File: config.mk
export PLATFORM = sky130hd
export DESIGN_NAME = uart_tx_driver
export DESIGN_NICKNAME = d
export VERILOG_FILES = /design/src/rtl/uart_tx_driver.sv
export SDC_FILE = /design/constraint.sdc
export NUM_CORES = 1
export LEC_CHECK = 0
export ABC_AREA = 1
export CORE_AREA = 8 8 91 93
export CTS_CLUSTER_DIAMETER = 60
export DETAILED_ROUTE_END_ITERATION = 10
export DIE_AREA = 0 0 99 101
export PLACE_DENSITY = 0.6
export SETUP_SLACK_MARGIN = 0.1
export SYNTH_ARGS = -nofsm -noshare
export SYNTH_HDL_FRONTEND = slang
export SYNTH_SLANG_ARGS = --single-unit
File: constraint.sdc
create_clock -name clock_50_000_000 -period 2.4 [get_ports clock_50_000_000]
set_clock_uncertainty 0.1 [all_clocks]
set_input_delay 0.24 -clock clock_50_000_000 [delete_from_list [all_inputs] [get_ports clock_50_000_000]]
set_output_delay 0.24 -clock clock_50_000_000 [all_outputs]
set_load 0.05 [all_outputs]
File: src/rtl/uart_tx_driver.sv
// uart_tx_driver: small byte FIFO feeding a serial transmitter (8N1, LSB first, line idle high).
// Build option: define UART_TX_PARITY_EN to insert an even-parity bit between the data bits and stop.
module uart_tx_driver #(
  parameter int CLOCKS_PER_BIT = 1600,
  parameter int FIFO_DEPTH     = 4
) (
  input  logic       clock_50_000_000,
  input  logic       reset,
  input  logic [7:0] data_out,
  input  logic       data_out_valid,
  output logic       data_out_ready,
  output logic       uart_tx,
  output logic       busy
);

  localparam int CNT_W = $clog2(CLOCKS_PER_BIT);
  localparam int AW    = $clog2(FIFO_DEPTH);
  localparam int PW    = AW + 1;
  localparam logic [CNT_W-1:0] CNT_LAST = CNT_W'(CLOCKS_PER_BIT - 1);

  if (CLOCKS_PER_BIT < 2) begin : g_bad_cpb
    $error("uart_tx_driver: CLOCKS_PER_BIT must be >= 2");
  end
  if (FIFO_DEPTH < 2 || (FIFO_DEPTH & (FIFO_DEPTH - 1)) != 0) begin : g_bad_depth
    $error("uart_tx_driver: FIFO_DEPTH must be a power of 2 and >= 2");
  end

  typedef enum logic [2:0] {
    S_IDLE   = 3'd0,
    S_START  = 3'd1,
    S_DATA   = 3'd2,
    S_PARITY = 3'd3,
    S_STOP   = 3'd4
  } state_t;

  // Handshake: a byte moves on any rising edge where data_out_valid && data_out_ready.
  // Ready depends only on FIFO fullness and reset, never on valid, so valid may change freely.
  logic [7:0]    mem [FIFO_DEPTH];
  logic [PW-1:0] wr_ptr;
  logic [PW-1:0] rd_ptr;
  logic          fifo_empty;
  logic          fifo_full;
  logic          push;
  logic          pop;
  logic [7:0]    fifo_head;

  assign fifo_empty     = (wr_ptr == rd_ptr);
  assign fifo_full      = (wr_ptr[AW] != rd_ptr[AW]) && (wr_ptr[AW-1:0] == rd_ptr[AW-1:0]);
  assign data_out_ready = !fifo_full && !reset;
  assign push           = data_out_valid && data_out_ready;
  assign fifo_head      = mem[rd_ptr[AW-1:0]];

  always_ff @(posedge clock_50_000_000 or posedge reset) begin
    if (reset) begin
      wr_ptr <= '0;
      rd_ptr <= '0;
    end else begin
      if (push) wr_ptr <= wr_ptr + PW'(1);
      if (pop)  rd_ptr <= rd_ptr + PW'(1);
    end
  end

  // Storage needs no reset: clearing the pointers discards every entry.
  always_ff @(posedge clock_50_000_000) begin
    if (push) mem[wr_ptr[AW-1:0]] <= data_out;
  end

  state_t           state;
  state_t           state_next;
  logic [CNT_W-1:0] baud_cnt;
  logic [CNT_W-1:0] baud_next;
  logic [2:0]       bit_idx;
  logic [2:0]       bit_next;
  logic [7:0]       tx_byte;
  logic             line_next;
  logic             bit_done;

  assign bit_done = (baud_cnt == CNT_LAST);
  assign busy     = (state != S_IDLE) || !fifo_empty;

  always_ff @(posedge clock_50_000_000 or posedge reset) begin
    if (reset) begin
      state    <= S_IDLE;
      baud_cnt <= '0;
      bit_idx  <= '0;
      tx_byte  <= '0;
      uart_tx  <= 1'b1;
    end else begin
      state    <= state_next;
      baud_cnt <= baud_next;
      bit_idx  <= bit_next;
      uart_tx  <= line_next;
      if (pop) tx_byte <= fifo_head;
    end
  end

  // line_next is the level for the current state; the uart_tx flop makes the line
  // trail the state register by one edge, so every bit still lasts CLOCKS_PER_BIT cycles.
  always_comb begin
    state_next = state;
    baud_next  = '0;
    bit_next   = bit_idx;
    pop        = 1'b0;
    line_next  = 1'b1;
    if (state != S_IDLE) baud_next = bit_done ? '0 : baud_cnt + CNT_W'(1);
    case (state)
      S_IDLE: begin
        bit_next = '0;
        if (!fifo_empty) begin
          pop        = 1'b1;
          state_next = S_START;
        end
      end
      S_START: begin
        line_next = 1'b0;
        if (bit_done) state_next = S_DATA;
      end
      S_DATA: begin
        line_next = tx_byte[bit_idx];
        if (bit_done) begin
          bit_next = bit_idx + 3'd1;
          if (bit_idx == 3'd7) begin
            bit_next = '0;
`ifdef UART_TX_PARITY_EN
            state_next = S_PARITY;
`else
            state_next = S_STOP;
`endif
          end
        end
      end
`ifdef UART_TX_PARITY_EN
      S_PARITY: begin
        line_next = ^tx_byte;
        if (bit_done) state_next = S_STOP;
      end
`endif
      S_STOP: begin
        line_next = 1'b1;
        // A queued byte chains straight into its start bit with no idle bit between frames.
        if (bit_done) begin
          if (!fifo_empty) begin
            pop        = 1'b1;
            state_next = S_START;
          end else begin
            state_next = S_IDLE;
          end
        end
      end
      default: state_next = S_IDLE;
    endcase
  end

endmodule

# Yosys cells after proc, flatten, opt, wreduce, memory -nomap -nowiden

Memory sizes are Yosys's and may differ from the RTL's. A register that Yosys moved wholly into a read port is not among the register bits.
Index checks and enable logic that the tools add are counted.

Bits in registers: 24
Output and inout bits: 3
Bits in latches: 0
Memory bits (read-only): 0
Memories: 1
Bits in writable memories: 32
Bits of input ports: 11

Bitwise gates (word level): 0
Magnitude comparators: 1
Divide/modulo/power cells: 0
$add $sub $neg: 4
Multiply operators: 0
Eq/ne operators: 13
Mux-type cells: 20
Shift-type cells: 0
Reduce and logical (&&, ||, !) cells: 12

Memory list:

| name | depth | bits a word | read ports | clocked after Yosys merged registers in | write ports | line | source |
|---|---|---|---|---|---|---|---|
| mem  | 4     | 8           | 1          | 1                                       | 1           | 38   | `logic [7:0] mem [FIFO_DEPTH];` |

Operators with widths:

| cell                    | count |
|---|---|
| $mux W11                | 2 |
| $mux W3                 | 7 |
| $pmux W3 S4             | 1 |
| $add A11 B1 Y11 const B | 1 |
| $eq A11 B11 Y1 const B  | 1 |
| $ne A2 B2 Y1 const B    | 5 |
| $add A3 B1 Y3 const B   | 3 |
| $eq A3 B3 Y1 const B    | 2 |
| $mux W1                 | 6 |
| $pmux W3 S2             | 1 |
| $reduce_and A5 Y1       | 1 |
| $lt A3 B4 Y1 const B    | 1 |
| $pmux W1 S2             | 2 |
| $bmux W1 S3             | 1 |
| $eq A3 B1 Y1 const B    | 1 |
| $eq A3 B2 Y1 const B    | 1 |
| $eq A3 B3 Y1            | 1 |
| $logic_and A1 B1 Y1     | 3 |
| $logic_not A1 Y1        | 3 |
| $logic_not A3 Y1        | 1 |
| $reduce_bool A3 Y1      | 1 |
| $eq A2 B2 Y1            | 1 |
| $reduce_and A2 Y1       | 1 |
| $reduce_bool A2 Y1      | 1 |
| 2 further kinds         | 2 |

# Logic depth before layout (Yosys ltp)

Gate-level depths: netlist of the first run.

Word-level depth: 7
Depth in mapped cells: 11

# Worst setup path before layout of the first run

No wires, ideal clock.

Path type: input port to flip-flop
Start: input reset
End: memory mem[0][0], enable pin
Buffers on the path: 0
Cell stages on the path: 3
Path slack: 227 ps
Data arrival time: 1,702 ps
Required time: 1,929 ps
Cell sequence: inv_1 > nand3_2 > nor2_1

Cells in the longest elaborated chain, start to end: 5

RTL lines:

| item                          | line | source |
|---|---|---|
| start: declaration            | 8    | `input logic reset,` |
| $logic_not A1 Y1 (no line)    | n/a  |  |
| $logic_and A1 B1 Y1           | 49   | `assign data_out_ready = !fifo_full && !reset;` |
| $logic_and A1 B1 Y1           | 50   | `assign push = data_out_valid && data_out_ready;` |
| $mux W1                       | 65   | `if (push) mem[wr_ptr[AW-1:0]] <= data_out;` |
| $mux W1 (implied by the code) | 65   |  |
| end: declaration              | 38   |  |

No other way between the ends.

# Final worst setup path of the first run

Start: register rd_ptr[1]
End: memory mem[3][7], enable pin

Cells in the longest elaborated chain, start to end: 7

RTL lines:

| item                          | line | source |
|---|---|---|
| start: declaration            | 40   | `logic [PW-1:0] rd_ptr;` |
| start signal: assignment      | 59   | `if (pop) rd_ptr <= rd_ptr + PW'(1);` |
| $eq A2 B2 Y1                  | 48   | `assign fifo_full = (wr_ptr[AW] != rd_ptr[AW]) && (wr_ptr[AW-1:0] == rd_ptr[AW-1:0]);` |
| $logic_and A1 B1 Y1           | 48   |  |
| $logic_not A1 Y1              | 49   |  |
| $logic_and A1 B1 Y1           | 49   |  |
| $logic_and A1 B1 Y1           | 50   |  |
| $mux W1                       | 65   |  |
| $mux W1 (implied by the code) | 65   |  |

No other way between the ends.

==> impl_metrics.ini, run 1 <==
[cells_and_area]
fin_area_sq_um = 3360
ff_latch_area_sq_um = 1760
final_util = 0.484
multi_input_comb_area_sq_um = 1010
fin_nets = 339
instances_no_fill = 407
fillCellCount = 668
antenna-diode-count = 0
layout-drive-gt1-share = 0.120
area_growth_syn_to_layout_pct = 14.2

[synth]
yosys.area_share.xor_xnor = 0.0179
synth-seq-cells = 64
syn_area_sq_um = 2940
synth_top_family_by_area = simple AND/OR/NAND/NOR gates
syn_avg_cell_area_sq_um = 9.80
synth_flop_cell = edfxtp_1
synth_mux_area_frac = 0
ys_warn_count = 0
synth_edf_count = 32
ys_types = 29
synth-compound-area-share = 0.0626
synth_fa_ha_area_frac = 0.0340
syn_nets = 319
synth-async-reset-ratio = 0.500
syn-instance-count = 300
yosysSeqAreaShare = 0.600
synthSimpleGateAreaFrac = 0.228

[global_routing]
first_global_vias = 1979
grt_max_degree = 37
grt_pass1_wl_um = 9560
antenna_found_initial = 0
use_met1 = 0.155
grtUsageMet3 = 0.0359
track_usage = 0.124
use_met2 = 0.190
grt_most_used_layer = met2
overflow = 0

[die]
start_util = 0.423
die_w_um = 99
core-area_sq_um = 6940
die_h_um = 101
row_count = 31
dieArea_sq_um = 10000
io_pins = 14

[clocking]
cts_tree = built
clk_latency_ns = 0.33
holdBufCountCts = 0
path_clk_slew_ns = 0.07
cts_sinks = 64
numCtsBuffers = 9
clock_path_buffers = 2
cts_root_buf = clkbuf_8
post-cts-setup-buffer-count = 0
ctsHtreeMaxLevel = 3

[hold_path]
min_path_type = input port to asynchronous set/reset pin

[critical_path]
critical_path_class = flop to flop
cp_cell_sequence = inv_1, nand2_1, nand2_1, nand4_2, nand3_2, nor2_1
cp_num_cells = 6
worst_setup_path_start_kind = flop
reg2reg_depth = 6
path_max_fanout = 12
critPathMostFrequentCell = nand2_1
max_stage_delay_ns = 0.54
cpLargestDelayFamily = simple AND/OR/NAND/NOR gates
cp-end-kind = flop
worst-path-buf-inv = 1
worst_ep_arrival_time_ns = 2.08
cp_slowest_cell = nor2_1
cp.required_ns = 2.27

[sta]
worst_pin_slew_ns = 0.641
min_period_ns = 2.21
post-route-period-util = 0.919
setup_viol = 0
slew_headroom = 0.571
slew_viol_final = 0
final-hold-violation-count = 0
rsz0062_at_grt = true
fmax_mhz = 453
tns_ns = 0
worst_hold_slack_ns = 0.252

[routing]
viasPerCell = 4.99
drtIter0Drc = 100
drtPass1Iterations = 4
wl_per_cell_um = 14.3
vias = 2032
wl_um = 5830
drc = 0
antenna_left = 0

[place]
hpwl_um = 4250
place_area_sq_um = 3160
dp_cells = 391
portBuffers = 13
gp_congestion = 0.823

[power]
p_leak_nw = 1.47
pwr-share-seq = 0.409
clock_power_share = 0.234
p_switching_mw = 1.55
p_int_mw = 2.37
power_density_nw_per_um2 = 1170
switching_share = 0.396
vdd_drop_max_uv = 493
comb_power_share = 0.358

[flow_run]
maxCapViolCount = 0

[status]
status = complete, no violations
power by group through the flow:
| stage | sequential (mW) | clock (mW) | combinational (mW) |
|---|---|---|---|
| floorplan | 1.58 | 0 | 1.13 |
| global placement | 1.61 | 0 | 1.38 |
| detailed placement | 1.62 | 0 | 1.41 |
| CTS | 1.60 | 0.943 | 1.41 |
| global route | 1.63 | 0.980 | 1.60 |
| finish | 1.60 | 0.915 | 1.40 |
repair_timing:
action / in CTS / in global routing
resized for setup: 0 / 1
hold endpoints to repair: 0 / 0
setup endpoints to repair: 0 / 24
path summary, 6_finish.rpt:
check,startpoint,to,slack (ns)
max,rd_ptr[1],mem[3][7],0.19
min in group clock_50_000_000,baud_cnt[0],baud_cnt[0],0.37
min reg2reg,baud_cnt[0],baud_cnt[0],0.37
min,reset,wr_ptr[0],0.25
max in group asynchronous,reset,uart_tx,1.61
max reg2reg,rd_ptr[1],mem[3][7],0.19
sequential cells by signal, summed over array words and instances (netlist names):
signal and count:
baud_cnt 11, bit_idx 3, mem 32, rd_ptr 3
state 3, tx_byte 8, uart_tx 1, wr_ptr 3
tightest hold or removal path: stages:
cell             delay [ns]
clkdlybuf4s50_1        0.40
inv_1                  0.08
buf_4                  0.39
metrics by stage:
step,setup WS (ns),total power [mW]
floorplan,0.227,2.71
global placement,0.304,2.99
detailed placement,0.197,3.03
CTS,0.174,3.95
global route,0.0155,4.21
finish,0.195,3.91
layout make-up:
type	count	area share
repair buffers	16	0.0514
clock buffers	9	0.0369
clock inverters	7	0.0212
flip-flops and latches	64	0.525
inverters	30	0.0343
well taps	82	0.0306
multi-input cells	199	0.301
Yosys cell counts (all sizes together), types with 2 or more instances:
library cell | instances | area, sq um
nor3b | 2 | 15.0
ha | 8 | 100
edfxtp | 32 | 961
nand2 | 73 | 289
nand4 | 8 | 56.3
nor2 | 44 | 175
buf | 7 | 55.1
inv | 30 | 115
dfrtp | 31 | 776
o211ai | 2 | 15.0
o22ai | 8 | 50.1
nand3 | 24 | 130
xor2 | 5 | 43.8
o21ai | 21 | 105
metal layers:
metal  part of all wire  wire length [um]
met5                  0                 0
met4              0.026               150
met3              0.033               190
met2               0.45              2650
met1               0.49              2840
cells in the final DEF, fill, tap and decap left out, types with 6 or more instances in the layout:
master / n
nand2_1: 67
nor2_1: 41
edfxtp_1: 32
dfrtp_1: 31
inv_1: 24
nand3_1: 22
o21ai_0: 20
clkdlybuf4s50_1: 11
clkbuf_8: 9
o22ai_1: 8
ha_1: 8
nand4_1: 7
nand2_2: 6
kinds of logic (layout without fill, tap and decap cells):
group	after synthesis	after routing
adders and majority gates	8	8
AOI/OAI and AO/OA	33	33
DFF	64	64
xor gates and xnor gates	6	6
buffers and inverters	37	62
and+or+nand+nor	152	152
(Power assumes the default switching activity.)
==> inputs of run 2 (changes only) <==
Settings changed: SKIP_CTS_REPAIR_TIMING set to 1.
==> results of run 2 <==
No change in the layout: final DEF, timing and power equal those of run 1.
